--- src/rtl/blt_pkg.sv ---
// Shared definitions for the SC1 blitter bus responder: state encoding and nibble masks.
package blt_pkg;

  typedef enum logic [2:0] {
    IDLE    = 3'd0,
    WAIT_BA = 3'd1,
    GRANT   = 3'd2,
    RD      = 3'd3,
    WR      = 3'd4,
    RMW_RD  = 3'd5,
    RMW_WR  = 3'd6,
    ACK     = 3'd7
  } blt_state_e;

  localparam logic [7:0] NIB_UPPER_MASK = 8'hF0;
  localparam logic [7:0] NIB_LOWER_MASK = 8'h0F;
  localparam logic [1:0] NIB_EN_ALL     = 2'b11;

endpackage

--- src/rtl/blt_nib_merge.sv ---
// Combinational nibble merge: enabled nibbles from new_byte, the rest from old_byte.
module blt_nib_merge
  import blt_pkg::*;
(
  input  logic [7:0] old_byte,
  input  logic [7:0] new_byte,
  input  logic       en_upper,
  input  logic       en_lower,
  output logic [7:0] merged_c
);

  logic [7:0] mask_c;

  always_comb begin
    mask_c   = (en_upper ? NIB_UPPER_MASK : 8'h00) | (en_lower ? NIB_LOWER_MASK : 8'h00);
    merged_c = (new_byte & mask_c) | (old_byte & ~mask_c);
  end

endmodule

--- src/rtl/blt_mem_responder.sv ---
// SC1 blitter bus responder: CPU halt handshake plus RAM read/write servicing.
// Define BLT_RMW_EN to merge partial writes by read-modify-write instead of nibble enables.
module blt_mem_responder
  import blt_pkg::*;
#(
  parameter int unsigned ADDR_W = 16,
  parameter int unsigned DATA_W = 8
) (
  input  logic              clk,
  input  logic              reset_n,
  input  logic              halt,
  output logic              halt_ack,
  output logic              cpu_halt,
  input  logic              cpu_ba,
  input  logic              read,
  input  logic              write,
  input  logic [ADDR_W-1:0] blt_address,
  input  logic [DATA_W-1:0] blt_wdata,
  input  logic              en_upper,
  input  logic              en_lower,
  output logic [DATA_W-1:0] blt_rdata,
  output logic              blt_ack,
  output logic [ADDR_W-1:0] mem_addr,
  output logic              mem_re,
  output logic              mem_we,
  output logic [DATA_W-1:0] mem_wdata,
  output logic [1:0]        mem_nib_en,
  input  logic [DATA_W-1:0] mem_rdata,
  input  logic              mem_ready
);

  blt_state_e        state, state_d;
  logic              cpu_halt_d, halt_ack_d, blt_ack_d, mem_re_d, mem_we_d;
  logic [ADDR_W-1:0] mem_addr_d;
  logic [DATA_W-1:0] mem_wdata_d, blt_rdata_d;
  logic [1:0]        mem_nib_en_d;

`ifdef BLT_RMW_EN
  logic [DATA_W-1:0] merged_c;

  blt_nib_merge u_nib_merge (
    .old_byte (mem_rdata),
    .new_byte (blt_wdata),
    .en_upper (en_upper),
    .en_lower (en_lower),
    .merged_c (merged_c)
  );
`endif

  // Next state, then every registered output derived from the state being entered.
  always_comb begin
    state_d      = state;
    mem_addr_d   = mem_addr;
    mem_wdata_d  = mem_wdata;
    blt_rdata_d  = blt_rdata;
    mem_nib_en_d = 2'b00;

    case (state)
      IDLE:    if (halt) state_d = WAIT_BA;
      WAIT_BA: begin
        if (!halt)       state_d = IDLE;
        else if (cpu_ba) state_d = GRANT;
      end
      GRANT: begin
        if (!halt)      state_d = IDLE;
        else if (read)  state_d = RD;
        else if (write) begin
`ifdef BLT_RMW_EN
          if (en_upper && en_lower)      state_d = WR;
          else if (en_upper || en_lower) state_d = RMW_RD;
          else                           state_d = ACK;
`else
          if (en_upper || en_lower) state_d = WR;
          else                      state_d = ACK;
`endif
        end
      end
      // An aborted halt still lets the RAM strobe finish, but suppresses the ack.
      RD, WR:  if (mem_ready) state_d = halt ? ACK : IDLE;
`ifdef BLT_RMW_EN
      RMW_RD:  if (mem_ready) state_d = halt ? RMW_WR : IDLE;
      RMW_WR:  if (mem_ready) state_d = halt ? ACK : IDLE;
`endif
      ACK:     state_d = GRANT;
      default: state_d = IDLE;
    endcase

    cpu_halt_d = (state_d != IDLE);
    halt_ack_d = (state_d != IDLE) && (state_d != WAIT_BA);
    blt_ack_d  = (state_d == ACK);
    mem_re_d   = (state_d == RD) || (state_d == RMW_RD);
    mem_we_d   = (state_d == WR) || (state_d == RMW_WR);

    if (state == GRANT && (mem_re_d || mem_we_d)) mem_addr_d = blt_address;
    if (state == GRANT && state_d == WR)          mem_wdata_d = blt_wdata;
    if (state == RD && mem_ready)                 blt_rdata_d = mem_rdata;

`ifdef BLT_RMW_EN
    if (state == RMW_RD && state_d == RMW_WR) mem_wdata_d = merged_c;
    if (mem_re_d || mem_we_d)                 mem_nib_en_d = NIB_EN_ALL;
`else
    if (mem_we_d)      mem_nib_en_d = {en_upper, en_lower};
    else if (mem_re_d) mem_nib_en_d = NIB_EN_ALL;
`endif
  end

  always_ff @(posedge clk) begin
    if (!reset_n) begin
      state      <= IDLE;
      cpu_halt   <= 1'b0;
      halt_ack   <= 1'b0;
      blt_ack    <= 1'b0;
      mem_re     <= 1'b0;
      mem_we     <= 1'b0;
      mem_addr   <= '0;
      mem_wdata  <= '0;
      blt_rdata  <= '0;
      mem_nib_en <= 2'b00;
    end else begin
      state      <= state_d;
      cpu_halt   <= cpu_halt_d;
      halt_ack   <= halt_ack_d;
      blt_ack    <= blt_ack_d;
      mem_re     <= mem_re_d;
      mem_we     <= mem_we_d;
      mem_addr   <= mem_addr_d;
      mem_wdata  <= mem_wdata_d;
      blt_rdata  <= blt_rdata_d;
      mem_nib_en <= mem_nib_en_d;
    end
  end

endmodule
--- config.mk ---
export PLATFORM = sky130hd
export DESIGN_NAME = blt_mem_responder
export DESIGN_NICKNAME = d
export VERILOG_FILES = /design/src/rtl/blt_pkg.sv /design/src/rtl/blt_nib_merge.sv /design/src/rtl/blt_mem_responder.sv
export SDC_FILE = /design/constraint.sdc
export NUM_CORES = 1
export LEC_CHECK = 0
export CELL_PAD_IN_SITES_DETAIL_PLACEMENT = 0
export CELL_PAD_IN_SITES_GLOBAL_PLACEMENT = 2
export CORE_UTILIZATION = 34
export DETAILED_ROUTE_END_ITERATION = 16
export DONT_BUFFER_PORTS = 1
export HOLD_SLACK_MARGIN = 0.12
export PLACE_DENSITY = 0.73
export SETUP_SLACK_MARGIN = 0.3
export SLEW_MARGIN = 30
export SYNTH_ARGS = -nofsm -noshare
export SYNTH_HDL_FRONTEND = slang
export SYNTH_SLANG_ARGS = --single-unit
--- constraint.sdc ---
create_clock -name clk -period 3 [get_ports clk]
set_clock_uncertainty 0.1 [all_clocks]
set_input_delay 0.15 -clock clk [delete_from_list [all_inputs] [get_ports clk]]
set_output_delay 0.15 -clock clk [all_outputs]
set_load 0.01 [all_outputs]
==> metrics.csv, run 1 <==
stage,metric,value,unit
finish,Final Util,46.7,%
timing,Final Hold Fails,0,
setup_path,Worst Path Max Fanout,16,
detailed_routing,Detail Route Antenna Nets,0,
placement,GPL Wtd Cong,0.805,
detailed_routing,vias per cell,5.39,
yosys,Post-synth EDFFs,0,
min_path,Hold Crit Endpoint,state[1]$_SDFF_PN0_,
placement,post-DP HPWL,2.35,mm
yosys,syn_nets,193,
min_path,hold path depth,3,
grt,initial antenna violation count,0,
finish,fraction of layout cells with a size suffix above 1,7.41,%
placement,I/O Buffers,0,
setup_path,R2R Path End,mem_addr[0]$_SDFFE_PN0P_,
grt,number of global-route vias before repair,1318,
setup_path,critical path capture point type,flop,
run,Max Cap Violations,0,
timing,fmax,0.421,GHz
power,Power per Cell Area,490,nW/um^2
power,Final Power,1.01,mW
yosys,register area share after synthesis,53.2,%
min_path,Worst Hold Launch,write,
clock_network,Clock transition at path regs,0.08,ns
detailed_routing,drt pass-1 iters,4,
clock_network,TritonCTS Sinks,42,
detailed_routing,detailed-route via count,1298,
yosys,"top cells by area, synth","dfxtp_1 (53%), a32o_1 (10%), mux2i_1 (5.1%)",
die,Rows,24,
yosys,Syn. warnings,0,
die,chip height,70.2,um
clock_network,post_cts resized,0,
timing,fin crit period,2.37,ns
timing,"Setup violations, final",0,
setup_path,Setup crit start kind,flop,
yosys,"Distinct cells, synth",30,
clock_network,CTS Buf Count,5,
grt,GRT Overall Usage,15.4,%
yosys,average cell area after synthesis,10.4,sq um
grt,largest net degree at the start of global routing,23,
clock_network,Root Buffer Master,clkbuf_8,
detailed_routing,drt initial violations,51,
detailed_routing,Total Wirelength,3.74,mm
yosys,"flops & latches, synth",42,
min_path,min-delay worst type,primary input to flop,
clock_network,clock buffer depth,2,
yosys,most frequent cells after synthesis,"dfxtp_1 (42), nand2_1 (19), a32o_1 (16)",
timing,slew of the pin with the lowest slew margin,0.689,ns
yosys,Synth Cell Area,1580,sq um
detailed_routing,WL/cell,15.5,um
setup_path,Worst R2R Path Depth,6,
grt,first-pass GRT wire length,5.93,mm
yosys,post-synth top area cell,dfxtp_1,
timing,period utilization,79.1,%
detailed_routing,Residual DRC,0,
clock_network,Post-CTS Hold Buffers,38,
yosys,Yosys top cell area share,53.2,%
yosys,Syn Inst Count,152,
setup_path,critical path arrival,2.51,ns
setup_path,critical path class,flop to flop,
setup_path,Worst EP required,3.13,ns
status,outcome,"complete, no violations",
timing,unrepaired setup endpoints after global routing,no,
die,DIE WIDTH,70.2,um
die,Starting Density,35.8,%
finish,ANT cells,0,
timing,relative max-transition margin,54.1,%
die,Ports,80,
setup_path,r2r setup slk,0.63,ns
die,CORE AREA,4410,sq um
clock_network,postcts setup bufs,0,
yosys,most common cell in the netlist,dfxtp_1,
die,Die Area,4920,sq um
yosys,ys flop type,dfxtp_1,
clock_network,later-pin clock latency in the skew report,0.29,ns
clock_network,TritonCTS clock tree,yes,
setup_path,FF-to-FF Start,state[0]$_SDFF_PN0_,
yosys,ys async rst share,0,%
grt,Overflow after GRT,0,
finish,Area growth syn-to-layout,30.4,%
timing,Sum Neg Setup Slack,0,ns
clock_network,CTS HTree Levels,2,
timing,max-slew violations,0,
power,leak pwr,0.835,nW
finish,final net count,229,
power,worst vdd ir,0.303,mV
==> flip-flops by register name (all words and copies together), names as in the netlist <==
signal,flops
mem_addr,16
blt_rdata,8
mem_wdata,8
state,3
mem_nib_en,2
blt_ack,1
cpu_halt,1
halt_ack,1
mem_re,1
mem_we,1
==> critical path: stages, from the launching register on <==
cell,delay (ns)
dfxtp_1,0.49
nor3b_2,0.13
and4b_1,0.25
a211o_4,0.35
and2_4,0.17
o21ai_2,0.56
a32o_1,0.27
==> how the worst max path moves through the flow <==
stage | slack (ns) | cells past startpoint | startpoint | endpoint
global placement | 0.72 | 5 | state[2]$_SDFF_PN0_ | mem_addr[1]$_SDFFE_PN0P_
finish | 0.63 | 6 | state[0]$_SDFF_PN0_ | mem_addr[0]$_SDFFE_PN0P_
detailed placement | 0.67 | 6 | state[0]$_SDFF_PN0_ | mem_addr[4]$_SDFFE_PN0P_
global route | 0.47 | 6 | state[0]$_SDFF_PN0_ | mem_addr[4]$_SDFFE_PN0P_
CTS | 0.64 | 6 | state[0]$_SDFF_PN0_ | mem_addr[4]$_SDFFE_PN0P_
floorplan | 0.90 | 8 | state[0]$_SDFF_PN0_ | mem_addr[10]$_SDFFE_PN0P_
==> routing by layer <==
metal | share of wire, % | track usage (%) | wire [um]
met1 | 41 | 16.3 | 1520
met2 | 51 | 28.5 | 1890
met3 | 7.6 | 5.48 | 284
met4 | 0.91 | 4.67 | 34
met5 | 0 | 0 | 0
==> logic make-up (layout without fill, tap and decap cells) <==
logic type             Yosys count  in the layout  share of synthesized area (%)
AO/OA/AOI/OAI                   40             40                           20.6
buffers and inverters           13             50                           4.44
flip-flops                      42             42                           53.2
multiplexers                     8              8                           5.07
AND/OR/NAND/NOR                 49             49                           16.6
==> through the flow <==
step | instance area (sq um) | hold WS, ns | std cells | setup slack (ns)
after floorplan | 1580 | 0.176 | 152 | 0.898
after global placement | 1590 | 0.176 | 195 | 0.720
after detailed placement | 1590 | 0.181 | 195 | 0.669
after CTS | 2060 | 0.126 | 241 | 0.639
after global routing | 2060 | 0.167 | 241 | 0.465
final | 2060 | 0.134 | 241 | 0.626
==> power breakdown <==
group	total, mW	switching (mW)	internal (mW)
clock	0.362	0.199	0.163
sequential	0.571	0.00811	0.563
combinational	0.0748	0.0300	0.0447
==> final cells by class <==
cell class | count | area (sq um)
fill | 429 | 2350
sequential | 42 | 841
multi-input combinational | 97 | 668
timing repair buffer | 38 | 380
clock buffer | 5 | 68.8
tap | 52 | 65.1
clock inverter | 3 | 21.3
inverter | 4 | 15.0
==> cells in the final DEF (no fill, tap or decap) <==
cell           count
clkinv_2           1
o21ai_0            1
o21ai_2            1
a21oi_1           14
nand2b_1           2
nor4bb_1           1
and2_1             2
nand2_1           19
nor2_1            15
a21o_1             1
a31oi_1            2
and4b_1            4
inv_1              4
clkbuf_8           5
nor3b_2            1
o211a_4            1
a211o_4            1
a32o_1            16
nand3_1            1
dlygate4sd3_1     38
and2_4             1
clkinv_4           1
and3_1             1
mux2i_1            8
o32a_1             1
a22oi_1            1
dfxtp_1           42
clkinvlp_4         1
o311ai_0           1
nand4b_1           1
nor3b_4            1
Power figures use the tool's default switching activity.
==> run 2, diff against run 1 <==
==> constraint.sdc (replaced) <==
create_clock -name clk -period 2.4 [get_ports clk]
set_clock_uncertainty 0.1 [all_clocks]
set_input_delay 0.12 -clock clk [delete_from_list [all_inputs] [get_ports clk]]
set_output_delay 0.12 -clock clk [all_outputs]
set_load 0.01 [all_outputs]
==> run 2 against run 1 <==
Against the previous run:
- clock power grew 14%
- non-clock buffer count grew 10
- flip-flop and latch count is the same
- sequential share of layout area shrank 2.1 points
- routed wire length grew 12%
- combinational power grew 46%
- power grew 23%
- fmax grew 16%
- die area is the same
- register-to-register slack lost 0.27 ns
==> metrics.csv, run 2 (synthesized netlist as in run 1, its figures left out) <==
stage,metric,value,unit
setup_path,slowest CP cell,dfxtp_4,
timing,slew of the pin with the lowest slew margin,0.682,ns
finish,Area growth syn-to-layout,39.0,%
power,P_int,0.969,mW
power,Sequential Power Share,57.7,%
clock_network,TritonCTS Sinks,42,
grt,number of global-route vias before repair,1370,
clock_network,clock buffer depth,2,
grt,GRT busiest layer,met2,
die,CORE AREA,4410,sq um
placement,I/O Buffers,0,
timing,relative max-transition margin,54.5,%
finish,fraction of layout cells with a size suffix above 1,12.5,%
setup_path,"most used cell, CP",nor3b_4,
setup_path,Worst EP required,2.47,ns
status,outcome,"complete, no violations",
detailed_routing,WL/cell,16.6,um
power,worst vdd ir,0.380,mV
die,Starting Density,35.8,%
die,chip height,70.2,um
finish,Largest regs,"mem_addr (16), blt_rdata (8), mem_wdata (8)",
power,Final Power,1.24,mW
power,combinational share of power,8.8,%
grt,first-pass GRT wire length,6.31,mm
finish,non-filler instance count after layout,252,
grt,met3 Use GR,5.48,%
setup_path,critical path arrival,2.11,ns
timing,Sum Neg Setup Slack,0,ns
min_path,min-delay worst type,primary input to flop,
clock_network,CTS Buf Count,5,
placement,placed inst area,1600,sq um
run,Max Cap Violations,0,
die,Ports,80,
detailed_routing,Detail Route Antenna Nets,0,
detailed_routing,drt initial violations,48,
grt,initial antenna violation count,0,
finish,# fillers,397,
setup_path,critical path capture point type,flop,
finish,largest register by flop count,mem_addr,
finish,"most common cell after layout, fill and taps aside",dlygate4sd3_1,
finish,most frequent cells in the layout,"dlygate4sd3_1 (41), dfxtp_1 (39), nand2_1 (19), nor2_1 (15), a32o_1 (15)",
power,Net Sw Power,0.268,mW
die,DIE WIDTH,70.2,um
grt,met1 usage,17.1,%
timing,"Setup violations, final",0,
timing,period utilization,85.0,%
grt,GRT Overall Usage,16.7,%
placement,Inst Count DP,196,
detailed_routing,drt pass-1 iters,4,
grt,GR Util met2,30.8,%
clock_network,TritonCTS clock tree,yes,
finish,flip-flop count of the largest register after layout,16,
detailed_routing,vias per cell,5.43,
power,leak pwr,0.902,nW
die,Rows,24,
setup_path,critical path class,flop to flop,
setup_path,CP Cell Sequence,"nor3b_4, and4b_1, a211o_4, nor3b_4, buf_6, o21ai_4, a32o_1",
clock_network,CTS HTree Levels,2,
finish,final net count,241,
finish,ANT cells,0,
clock_network,Clock transition at path regs,0.07,ns
grt,largest net degree at the start of global routing,23,
setup_path,worst path buffer plus inverter count,1,
clock_network,later-pin clock latency in the skew report,0.28,ns
timing,Final Hold Fails,0,
setup_path,"delay-heaviest family, CP",compound AO/OA/AOI/OAI gates,
placement,setup slack after placement,0.0946,ns
power,Switching Share,21.7,%
clock_network,Root Buffer Master,clkbuf_8,
placement,GPL Wtd Cong,0.798,
setup_path,Setup crit start kind,flop,
finish,design area,2190,sq um
timing,max-slew violations,0,
setup_path,Worst Path Max Fanout,8,
power,Power per Cell Area,564,nW/um^2
detailed_routing,Total Wirelength,4.18,mm
grt,Overflow after GRT,0,
detailed_routing,Residual DRC,0,
finish,Final Util,49.7,%
power,clock power share,33.4,%
setup_path,CP max stage delay,0.37,ns
timing,fmax,0.490,GHz
die,Die Area,4920,sq um
timing,worst setup margin,0.359,ns
timing,fin crit period,2.04,ns
detailed_routing,detailed-route via count,1368,
timing,unrepaired setup endpoints after global routing,yes,
placement,post-DP HPWL,2.37,mm
timing,Hold Worst Slack,0.112,ns
run 2: changes by cell type in the layout (fill, tap and decap cells not counted), sizes merged:
cell,change
clkbuf,+2
clkinv,-2
o21ai,+1
clkinvlp,-1
dlygate4sd3,+3
buf,+7
o211a,+1
run 2: worst reg2reg max path: cells and delay by family, from the launching register on:
family	cells	cell delay, ns
simple gates	3	0.63
flops	1	0.37
compound gates	3	0.69
buf+inv	1	0.14
run 2: final timing paths:
| path | startpoint | end | slack (ns) | depth (start not counted) |
|---|---|---|---|---|
| setup / recovery | state[1]$_SDFF_PN0_ | mem_addr[7]$_SDFFE_PN0P_ | 0.36 | 7 |
| hold / removal | reset_n | mem_addr[6]$_SDFFE_PN0P_ | 0.11 | 2 |
| setup reg to reg | state[1]$_SDFF_PN0_ | mem_addr[7]$_SDFFE_PN0P_ | 0.36 | 7 |
| hold reg to reg | blt_rdata[2]$_SDFFE_PN0P_ | blt_rdata[2]$_SDFFE_PN0P_ | 0.40 | 2 |
run 2: timing repair:
item / CTS / global route
endpoints found under the hold margin: 40 / 8
hold buffers: 40 / 1
pin swaps: 2 / 3
setup endpoints to repair: 16 / 20
cloned: 1 / 1
buffers inserted: 6 / 0
resized for setup: 5 / 9
run 2: layer usage:
metal  part of all wire, %  wire length, um
met5                     0                0
met3                   7.5              313
met1                    37             1560
met4                   1.4               57
met2                    54             2250
run 2: power by group through the flow:
| stage | Combinational (mW) | Sequential [mW] | Clock [mW] |
|---|---|---|---|
| 4_1_cts | 0.103 | 0.715 | 0.430 |
| 2_1_floorplan | 0.0431 | 0.726 | 0 |
| 5_1_grt | 0.117 | 0.715 | 0.450 |
| 3_3_place_gp | 0.0389 | 0.731 | 0 |
| 3_5_place_dp | 0.0396 | 0.730 | 0 |
| 6_report | 0.109 | 0.714 | 0.414 |
run 2: layout make-up:
type	instances	area [sq um]	share of cell area, %
sequential	42	850	38.7
multi-input combinational	99	718	32.7
clock buffer	7	76.3	3.48
timing repair buffer	48	470	21.4
inverter	4	15.0	0.684
tap	52	65.1	2.96
